--- src/rtl/alu_pkg.sv ---
// Shared opcode and FSM state definitions for the pipelined execute-stage ALU.
package alu_pkg;

    typedef enum logic [3:0] {
        ALU_ADD  = 4'b0000,
        ALU_SUB  = 4'b0001,
        ALU_AND  = 4'b0010,
        ALU_OR   = 4'b0011,
        ALU_XOR  = 4'b0100,
        ALU_SLT  = 4'b0101,
        ALU_SLTU = 4'b0110,
        ALU_SLL  = 4'b0111,
        ALU_SRL  = 4'b1000,
        ALU_SRA  = 4'b1001,
        ALU_MUL  = 4'b1010
    } alu_op_e;

    typedef enum logic {
        ST_IDLE     = 1'b0,
        ST_MUL_BUSY = 1'b1
    } state_e;

endpackage

--- src/rtl/alu_core.sv ---
// Combinational ALU datapath: result plus Z/N/V/C for all single-cycle ops.
// MUL is not handled here; it decodes as unknown (result 0).
module alu_core
    import alu_pkg::*;
#(
    parameter int WIDTH = 32,
    parameter int SHW   = $clog2(WIDTH)
) (
    input  logic [WIDTH-1:0] i_a,
    input  logic [WIDTH-1:0] i_b,
    input  logic [3:0]       i_op,
    output logic [WIDTH-1:0] o_result,
    output logic             o_z,
    output logic             o_n,
    output logic             o_v,
    output logic             o_c
);

    logic [WIDTH:0]   w_sum;
    logic [WIDTH:0]   w_diff;
    logic             w_v_add;
    logic             w_v_sub;
    logic [SHW-1:0]   w_shamt;

    assign w_sum   = {1'b0, i_a} + {1'b0, i_b};
    assign w_diff  = {1'b0, i_a} + {1'b0, ~i_b} + {{WIDTH{1'b0}}, 1'b1};
    assign w_v_add = (i_a[WIDTH-1] == i_b[WIDTH-1]) & (w_sum[WIDTH-1]  != i_a[WIDTH-1]);
    assign w_v_sub = (i_a[WIDTH-1] != i_b[WIDTH-1]) & (w_diff[WIDTH-1] != i_a[WIDTH-1]);
    assign w_shamt = i_b[SHW-1:0];

    always_comb begin
        o_result = '0;
        o_v      = 1'b0;
        o_c      = 1'b0;
        case (alu_op_e'(i_op))
            ALU_ADD: begin
                o_result = w_sum[WIDTH-1:0];
                o_v      = w_v_add;
                o_c      = w_sum[WIDTH];
            end
            ALU_SUB: begin
                o_result = w_diff[WIDTH-1:0];
                o_v      = w_v_sub;
                o_c      = w_diff[WIDTH];
            end
            ALU_AND:  o_result = i_a & i_b;
            ALU_OR:   o_result = i_a | i_b;
            ALU_XOR:  o_result = i_a ^ i_b;
            // Signed less-than is N^V of A-B, which stays correct on overflow.
            ALU_SLT:  o_result = {{(WIDTH-1){1'b0}}, w_diff[WIDTH-1] ^ w_v_sub};
            ALU_SLTU: o_result = {{(WIDTH-1){1'b0}}, ~w_diff[WIDTH]};
            ALU_SLL:  o_result = i_a << w_shamt;
            ALU_SRL:  o_result = i_a >> w_shamt;
            ALU_SRA:  o_result = $signed(i_a) >>> w_shamt;
            default:  o_result = '0;
        endcase
    end

    assign o_z = ~|o_result;
    assign o_n = o_result[WIDTH-1];

endmodule

--- src/rtl/alu_pipe.sv ---
// Registered ALU with valid/ready handshake, latency 1 for single-cycle ops.
// Define ALU_MUL_EN to add the iterative shift-add multiplier (opcode 1010).
module alu_pipe
    import alu_pkg::*;
#(
    parameter int WIDTH = 32,
    parameter int SHW   = $clog2(WIDTH)
) (
    input  logic             clk,
    input  logic             rst,
    input  logic             in_valid,
    output logic             in_ready,
    input  logic [WIDTH-1:0] A,
    input  logic [WIDTH-1:0] B,
    input  logic [3:0]       ALUControl,
    output logic             out_valid,
    input  logic             out_ready,
    output logic [WIDTH-1:0] Result,
    output logic             Z,
    output logic             N,
    output logic             V,
    output logic             C
);

    logic [WIDTH-1:0] r_result;
    logic             r_valid;
    logic             r_z, r_n, r_v, r_c;

    logic [WIDTH-1:0] w_res;
    logic             w_z, w_n, w_v, w_c;
    logic             w_accept;
    logic             w_load_core;

    alu_core #(
        .WIDTH (WIDTH),
        .SHW   (SHW)
    ) u_core (
        .i_a      (A),
        .i_b      (B),
        .i_op     (ALUControl),
        .o_result (w_res),
        .o_z      (w_z),
        .o_n      (w_n),
        .o_v      (w_v),
        .o_c      (w_c)
    );

    assign w_accept = in_valid & in_ready;

`ifdef ALU_MUL_EN
    localparam logic [SHW:0] CNT_LAST = (SHW+1)'(WIDTH - 1);

    state_e           r_state;
    state_e           w_state_nxt;
    logic [SHW:0]     r_cnt;
    logic [WIDTH-1:0] r_acc;
    logic [WIDTH-1:0] r_mcand;
    logic [WIDTH-1:0] r_mplier;
    logic [WIDTH-1:0] w_acc_nxt;
    logic             w_mul_start;
    logic             w_mul_last;

    assign in_ready    = (r_state == ST_IDLE) & (~r_valid | out_ready);
    assign w_mul_start = w_accept & (ALUControl == ALU_MUL);
    assign w_mul_last  = (r_state == ST_MUL_BUSY) & (r_cnt == CNT_LAST);
    assign w_acc_nxt   = r_acc + (r_mplier[0] ? r_mcand : '0);
    assign w_load_core = w_accept & ~w_mul_start;

    always_ff @(posedge clk or negedge rst) begin
        if (!rst) r_state <= ST_IDLE;
        else      r_state <= w_state_nxt;
    end

    always_comb begin
        w_state_nxt = r_state;
        case (r_state)
            ST_IDLE:     if (w_mul_start) w_state_nxt = ST_MUL_BUSY;
            ST_MUL_BUSY: if (w_mul_last)  w_state_nxt = ST_IDLE;
            default:     w_state_nxt = ST_IDLE;
        endcase
    end

    // One multiplier bit per busy cycle; the last step writes the output directly.
    always_ff @(posedge clk or negedge rst) begin
        if (!rst) begin
            r_cnt    <= '0;
            r_acc    <= '0;
            r_mcand  <= '0;
            r_mplier <= '0;
        end else if (w_mul_start) begin
            r_cnt    <= '0;
            r_acc    <= '0;
            r_mcand  <= A;
            r_mplier <= B;
        end else if (r_state == ST_MUL_BUSY) begin
            r_cnt    <= r_cnt + 1'b1;
            r_acc    <= w_acc_nxt;
            r_mcand  <= r_mcand << 1;
            r_mplier <= r_mplier >> 1;
        end
    end
`else
    assign in_ready    = ~r_valid | out_ready;
    assign w_load_core = w_accept;
`endif

    always_ff @(posedge clk or negedge rst) begin
        if (!rst) begin
            r_valid  <= 1'b0;
            r_result <= '0;
            r_z      <= 1'b0;
            r_n      <= 1'b0;
            r_v      <= 1'b0;
            r_c      <= 1'b0;
        end else if (w_load_core) begin
            r_valid  <= 1'b1;
            r_result <= w_res;
            r_z      <= w_z;
            r_n      <= w_n;
            r_v      <= w_v;
            r_c      <= w_c;
`ifdef ALU_MUL_EN
        end else if (w_mul_last) begin
            r_valid  <= 1'b1;
            r_result <= w_acc_nxt;
            r_z      <= ~|w_acc_nxt;
            r_n      <= w_acc_nxt[WIDTH-1];
            r_v      <= 1'b0;
            r_c      <= 1'b0;
`endif
        end else if (out_ready) begin
            r_valid  <= 1'b0;
        end
    end

    assign out_valid = r_valid;
    assign Result    = r_result;
    assign Z         = r_z;
    assign N         = r_n;
    assign V         = r_v;
    assign C         = r_c;

endmodule

--- config.mk ---
export PLATFORM = sky130hd
export DESIGN_NAME = alu_pipe
export DESIGN_NICKNAME = d
export VERILOG_FILES = /design/src/rtl/alu_pkg.sv /design/src/rtl/alu_core.sv /design/src/rtl/alu_pipe.sv
export SDC_FILE = /design/constraint.sdc
export NUM_CORES = 1
export LEC_CHECK = 0
export CAP_MARGIN = 20
export CORE_ASPECT_RATIO = 0.6
export CORE_UTILIZATION = 55
export CTS_CLUSTER_DIAMETER = 150
export DETAILED_ROUTE_END_ITERATION = 6
export GPL_TIMING_DRIVEN = 1
export PLACE_DENSITY = 0.86
export SKIP_LAST_GASP = 1
export SLEW_MARGIN = 20
export SYNTH_ARGS = -nofsm -noshare
export SYNTH_HDL_FRONTEND = slang
export SYNTH_SLANG_ARGS = --single-unit
--- constraint.sdc ---
create_clock -name clk -period 2.26 [get_ports clk]
set_input_delay 0.678 -clock clk [delete_from_list [all_inputs] [get_ports clk]]
set_output_delay 0.678 -clock clk [all_outputs]
set_load 0.03 [all_outputs]
==> results of run 1 <==
-- per-stage QoR --
step	hold slack [ns]	instance area (µm²)	worst slack, ns
after floorplan	0.382	11800	-2.78
after global placement	0.461	16700	-3.16
after detailed placement	0.470	16700	-3.42
after CTS	0.487	18700	-2.15
-- routing by layer --
layer  track usage (%)  GRT overflow
met1              91.9            71
met2               108           431
met3              89.6            86
met4               102           236
met5              74.2            12
-- logic make-up after synthesis --
group                    count (synthesis)  synth area share [%]
AND/OR/NAND/NOR                        566                  23.5
AO/OA/AOI/OAI                          541                  31.9
buffers and inverters                  232                  8.59
multiplexers                           118                  15.1
adder cells (fa/ha/maj)                106                  11.8
flip-flops                              36                  7.87
XOR/XNOR                                17                  1.30
-- repair_timing --
item,4_1_cts
buffers inserted,75
setup endpoints to repair,35
pin swaps,76
hold buffers,0
resized for setup,371
cloned,5
hold endpoints to repair,0
==> flow_metrics.tcl, run 1 <==
set metrics [dict create \
    status "aborted with a tool error" \
    failing_step "global routing" \
    firstError "[ERROR GRT-0116] Global routing finished with congestion. Check the congestion regions in the DRC Viewer." \
    ys_warn_count 0 \
    port_buffers 109 \
    gp_congestion 1.38 \
    num_rows 40 \
    ys.flop_type "dfrtp_1" \
    grt_pass1_wl_um 157000 \
    die_h_um 114 \
    synthArstFlopShare_pct 100 \
    synth_seq_cells 36 \
    numClockSinks 36 \
    clockBufferDepth 2 \
    ys_types 94 \
    initial_core_util_pct 56.6 \
    grt-ovfl-total 836 \
    ys_seq_area_share_pct 7.87 \
    post-dp-hpwl_um 53400 \
    synth_edf_count 0 \
    syn_nets 1794 \
    synth.area.top_cells "ha_1 11%, dfrtp_1 7.9%, mux4_2 7.3%" \
    io_pins 110 \
    first_global_vias 24100 \
    syn_area_mm2 0.0114 \
    h-tree-depth 2 \
    synthCells 1616 \
    track_usage_pct 96.6 \
    place_inst 2426 \
    cts_root_buffer "clkbuf_16" \
    cts_buffers 5 \
    netlist.area_leader.share_pct 11.3 \
    yosysMostFrequentCell "nand2_1" \
    synthTopCellsByCount "195 x nand2_1, 148 x nor2_1, 115 x a21oi_1" \
    grt_max_degree 61 \
    synth_area_per_cell_um2 7.08 \
    synth_area_leader_cell "ha_1" \
    fp.dieW_um 188 \
]
==> run 2: changes to the inputs <==
CORE_ASPECT_RATIO = not set   (was 0.6)
CORE_UTILIZATION = 40   (was 55)
CTS_CLUSTER_DIAMETER = not set   (was 150)
PLACE_DENSITY = not set   (was 0.86)
PLACE_DENSITY_LB_ADDON = 0.15   (was not set)
clock period = 2.95 ns   (was 2.26 ns; I/O delays follow)
==> run 2 against run 1 <==
Against the previous run: the flow now finishes, with violations (design-rule violations, negative setup slack); synthesized cell count unchanged; area after synthesis unchanged.
==> flow_metrics.tcl, run 2 <==
set metrics [dict create \
    use_met1_pct 61.5 \
    power_density_mw_per_mm2 275 \
    finalSetupViolCount 34 \
    n_fill_cell 2077 \
    initial_core_util_pct 41.0 \
    die_h_um 171 \
    critPathArrivalTime_ns 4.97 \
    netlist.area_leader.share_pct 11.3 \
    irDropWorstVdd_uv 223 \
    end_kind "flop" \
    synth_area_per_cell_um2 7.08 \
    tns_ns -25.14 \
    holdBufCountCts 0 \
    numClockSinks 36 \
    clock.fmax_ghz 0.210 \
    max_cap_viol_count 0 \
    ys_types 94 \
    dr.pass1.iters 7 \
    num_rows 61 \
    ff2ff_path_depth 12 \
    clockBufferDepth 2 \
    whs_path_depth 2 \
    setup_ws_ns -1.80 \
    hold_end "Result[16]" \
    dieArea_mm2 0.0293 \
    leakagePower_nw 9.42 \
    largest_reg_flops 32 \
    seqCellArea_um2 901 \
    totalWireLength_um 77600 \
    grt.busiest_layer "met2" \
    clk_pin_slew_ns 0.05 \
    io_pins 110 \
    routed_via_density 6.68 \
    track_usage_pct 50.8 \
    rsz0062_at_grt "true" \
    hold_viol 0 \
    post-dp-hpwl_um 55600 \
    violations "design-rule violations, negative setup slack" \
    fin_nets 2533 \
    drive_above_1_share_pct 49.2 \
    hold_start "Result[16]" \
    finish.utilization_pct 74.8 \
    yosysMostFrequentCell "nand2_1" \
    r2r_setup_slack_ns 0 \
    h-tree-depth 2 \
    synth_seq_cells 36 \
    pre_cts_ws_ns -2.71 \
    final_cell_mix "642 x buf_4, 182 x nand2_1, 136 x nor2_1" \
    gp_congestion 1.15 \
    worstSkewPairLatency_ns 0.28 \
    syn_nets 1794 \
    first_global_vias 17600 \
    synthArstFlopShare_pct 100 \
    worstPathRequired_ns 3.17 \
    multi_input_area_mm2 0.0115 \
    critical_path_class "in2reg" \
    grt_pass1_wl_um 110000 \
    fp.dieW_um 171 \
    post_drt_wl_per_cell_um 28.4 \
    cts_buffers 5 \
    synth_area_leader_cell "ha_1" \
    syn_area_mm2 0.0114 \
    route.detailed.drc 6 \
    final_common_cell "buf_4" \
    timing.rr.end "Z" \
    drtAntennaViolNets 0 \
    synthCells 1616 \
    cts_tree "yes" \
    period_share_pct 161 \
    worst_pin_slew_ns 0.761 \
    antenna_found_initial 6 \
    critPathLaunchType "input pin" \
    ys.flop_type "dfrtp_1" \
    r2r_start "out_valid" \
    ys_warn_count 0 \
    status "finished, violations left" \
    placed_area_mm2 0.0172 \
    cts_root_buffer "clkbuf_16" \
    grt-ovfl-total 0 \
    ys_seq_area_share_pct 7.87 \
    synth.area.top_cells "ha_1 11%, dfrtp_1 7.9%, mux4_2 7.3%" \
    hold_class "reg2reg" \
    skew_ns 0.00184 \
    port_buffers 109 \
    groute.layer.met2.usage_pct 75.3 \
    relSlewSlack_pct 49.3 \
    synthTopCellsByCount "195 x nand2_1, 148 x nor2_1, 115 x a21oi_1" \
    dr_total_vias 18300 \
    grt_util_met3_pct 13.9 \
    final_area_mm2 0.0209 \
    drt_iter0_markers 2834 \
    grt_max_degree 52 \
    drv_slew 0 \
    fin_crit_ns 4.75 \
    core-area_mm2 0.0279 \
    area_growth_pct 82.6 \
    crit_fanout 3 \
    synth_edf_count 0 \
]
==> run 2: layout make-up <==
type | instances | share of cell area [%]
Multi-Input combinational cell | 1348 | 55.0
Timing Repair Buffer | 861 | 35.8
Sequential cell | 36 | 4.31
Tap cell | 378 | 2.26
Inverter | 103 | 1.96
Clock buffer | 6 | 0.616
Clock inverter | 1 | 0.0239
Antenna cell | 2 | 0.0239
==> run 2: repair_timing <==
action	in CTS	in global routing
endpoints found under the setup margin	35	35
buffers inserted	105	34
cloned	9	0
pin swaps	109	68
resized for setup	433	199
==> run 2: how the worst max path moves through the flow <==
stage	start	to	slack, ns	cells after the start
2_1_floorplan	B[3]	Z	-2.29	24
3_3_place_gp	A[4]	Z	-2.65	20
3_5_place_dp	A[4]	Z	-2.71	20
4_1_cts	B[17]	Result[31]	-1.82	23
5_1_grt	A[4]	Z	-1.89	20
6_report	A[4]	Z	-1.80	21
==> run 2: stage by stage <==
step                total power [mW]  hold slack [ns]  std cells
floorplan                       2.31            0.589       1616
global placement                4.15            0.456       2589
detailed placement              4.18            0.467       2589
CTS                             5.26            0.480       2703
global route                    5.92            0.505       2735
finish                          5.75            0.476       2735
==> run 2: cell families (layout without fill, tap and decap cells) <==
family	after synthesis	in the layout	synth area share (%)
AO/OA/AOI/OAI	541	541	31.9
XOR/XNOR	17	17	1.30
adder cells (fa/ha/maj)	106	106	11.8
buffers and inverters	232	971	8.59
flip-flops	36	36	7.87
multiplexers	118	118	15.1
other	0	2	0
AND/OR/NAND/NOR	566	566	23.5
==> run 2: power by group <==
part	internal [mW]	switching, mW
registers	0.576	0.0438
clock network	0.306	0.182
logic	2.16	2.48
total	3.04	2.71
==> run 2: routing by layer <==
metal | vias to the layer above | part of all wire, %
met4 | 8 | 10
met3 | 518 | 13
met1 | 8512 | 36
met2 | 1655 | 41
met5 | - | 0.077
li1 | 7573 | -
==> run 2: critical path, cell delays in order <==
cell and delay, ns:
buf_8 0.08, inv_4 0.04, ha_4 0.28, inv_2 0.05, a221o_1 0.40, o211a_4 0.30
o21ai_4 0.20, o211ai_1 0.12, buf_4 0.18, a221o_1 0.32, o21ai_1 0.15, a21oi_1 0.08
nor2_1 0.09, o21bai_1 0.10, fa_2 0.50, nand3_2 0.09, a211oi_2 0.08, a2111oi_2 0.20
o211ai_1 0.21, a2111oi_2 0.38, a32o_2 0.22
No activity file was read; power rests on OpenSTA's default activity.
==> run 3: changes to the inputs <==
CORE_ASPECT_RATIO = 1.25   (was not set)
SLEW_MARGIN = not set   (was 20)
clock period = 5.19 ns   (was 2.95 ns; I/O delays follow)
==> run 3 against run 2 <==
Against the previous run: the run ends with negative setup slack left; hold slack got worse by 0.0053 ns; total power down 52%; first-iteration DRC count fell by 33%; clock skew increased by 0.0026 ns; die area barely moved; cell count fell by 8.3%; cell area fell by 18%; worst setup slack better by 1.6 ns; register-to-register slack gained 2.0 ns; via count decreased by 11%.
==> flow_metrics.tcl, run 3 (synthesized netlist as in run 2, its figures left out) <==
set metrics [dict create \
    pre_cts_ws_ns -1.29 \
    power_density_mw_per_mm2 159 \
    final_cell_mix "542 x buf_4, 195 x nand2_1, 144 x nor2_1" \
    clock.fmax_ghz 0.185 \
    grt-ovfl-total 0 \
    route.detailed.drc 0 \
    numClockSinks 36 \
    period_share_pct 104 \
    h-tree-depth 2 \
    port_buffers 109 \
    post_drt_wl_per_cell_um 27.3 \
    relSlewSlack_pct 24.6 \
    power_frac_seq_pct 12.9 \
    routed_via_density 6.47 \
    drt_iter0_markers 1896 \
    initial_core_util_pct 41.0 \
    max_cap_viol_count 0 \
    fin_nets 2332 \
    timing.rr.end "Z" \
    n_fill_cell 2613 \
    worstSkewPairLatency_ns 0.28 \
    dieArea_mm2 0.0293 \
    track_usage_pct 46.1 \
    first_global_vias 15700 \
    hold_class "reg2reg" \
    final_area_mm2 0.0172 \
    critPathArrivalTime_ns 5.62 \
    cts_buffers 5 \
    hold_viol 0 \
    largest_reg_flops 32 \
    cts_root_buffer "clkbuf_16" \
    skew_ns 0.00444 \
    r2r_setup_slack_ns 2.01 \
    drv_slew 0 \
    gp_congestion 1.14 \
    leakagePower_nw 7.87 \
    hold_start "Result[28]" \
    fin_crit_ns 5.40 \
    dr_total_vias 16200 \
    area_growth_pct 50.1 \
    ff2ff_path_depth 12 \
    hold_end "Result[28]" \
    grt_max_degree 52 \
    p_sw_mw 1.29 \
    fp.dieW_um 153 \
    cts_tree "yes" \
    drtAntennaViolNets 0 \
    tns_ns -0.233 \
    critPathLaunchType "input pin" \
    violations "negative setup slack" \
    comb_power_share_pct 75.7 \
    rsz0062_at_grt "true" \
    final_common_cell "buf_4" \
    io_pins 110 \
    grt_pass1_wl_um 99900 \
    clkPwrFrac_pct 11.4 \
    worst_pin_slew_ns 1.13 \
    power_mw 2.73 \
    drive_above_1_share_pct 34.8 \
    status "finished, violations left" \
    post-dp-hpwl_um 55800 \
    num_rows 68 \
    placed_area_mm2 0.0165 \
    r2r_start "out_valid" \
    switching_share_pct 47.2 \
    finish.utilization_pct 61.6 \
    cellInternalPower_mw 1.44 \
    fin_cells 2507 \
    place_inst 2483 \
    totalWireLength_um 68400 \
    clockBufferDepth 2 \
    antenna_found_initial 5 \
    hold_ws_ns 0.471 \
    finalSetupViolCount 2 \
    irDropWorstVdd_uv 161 \
    whs_path_depth 2 \
    critical_path_class "in2reg" \
    worstPathRequired_ns 5.41 \
    die_h_um 191 \
    startpoint "A[0]" \
    clk_pin_slew_ns 0.05 \
    end_kind "flop" \
    core-area_mm2 0.0279 \
    dr.pass1.iters 6 \
    crit_fanout 5 \
    setup_ws_ns -0.210 \
]
[run 3: critical path, cell delays in order]
cell,delay [ns]
dlygate4sd2_1,0.22
buf_4,0.14
ha_1,0.19
inv_1,0.07
fa_1,0.39
nand2b_1,0.19
a2111o_1,0.47
a21oi_1,0.36
buf_12,0.18
a31oi_1,0.10
nor3b_1,0.20
a221o_1,0.37
a211oi_1,0.33
buf_4,0.18
nand4_1,0.16
nor4_2,0.29
a32o_2,0.20
[run 3: metal layers]
metal / vias to the layer above / GRT usage [%] / wire length (µm)
met1: 7612 / 55.1 / 25300
met3: 313 / 6.82 / 6510
met4: 2 / 31.9 / 5570
met2: 1137 / 76.2 / 31000
li1: 7156 / - / -
met5: - / 0 / 17
[run 3: layout make-up]
class                      instances  area, µm²  area share (%)
antenna                            3       7.51          0.0437
clock buffer                       7        153           0.888
inverter                         103        397            2.31
multi-input combinational       1348      10000            58.4
sequential                        36        901            5.24
tap                              350        438            2.55
timing repair buffer             660       5250            30.6
[run 3: worst max-delay path by stage]
stage	to	slack, ns	cells after the start
5_1_grt	Z	-0.39	18
3_5_place_dp	Z	-1.29	21
4_1_cts	Z	-0.31	21
3_3_place_gp	Z	-1.15	21
6_report	Z	-0.21	17
2_1_floorplan	Z	-0.73	24
[run 3: what timing repair did]
action                     4_1_cts  5_1_grt
hold endpoints to repair         0        0
resized for setup               72       97
pin swaps                       25       12
setup buffers                    4       11
hold buffers                     0        0
setup endpoints to repair        5        8
[run 3: power by group through the flow]
stage,clock [mW],combinational (mW),sequential [mW]
2_1_floorplan,0,0.842,0.448
3_5_place_dp,0,1.93,0.357
5_1_grt,0.320,2.17,0.357
3_3_place_gp,0,1.92,0.354
6_report,0.311,2.07,0.352
4_1_cts,0.313,1.97,0.353
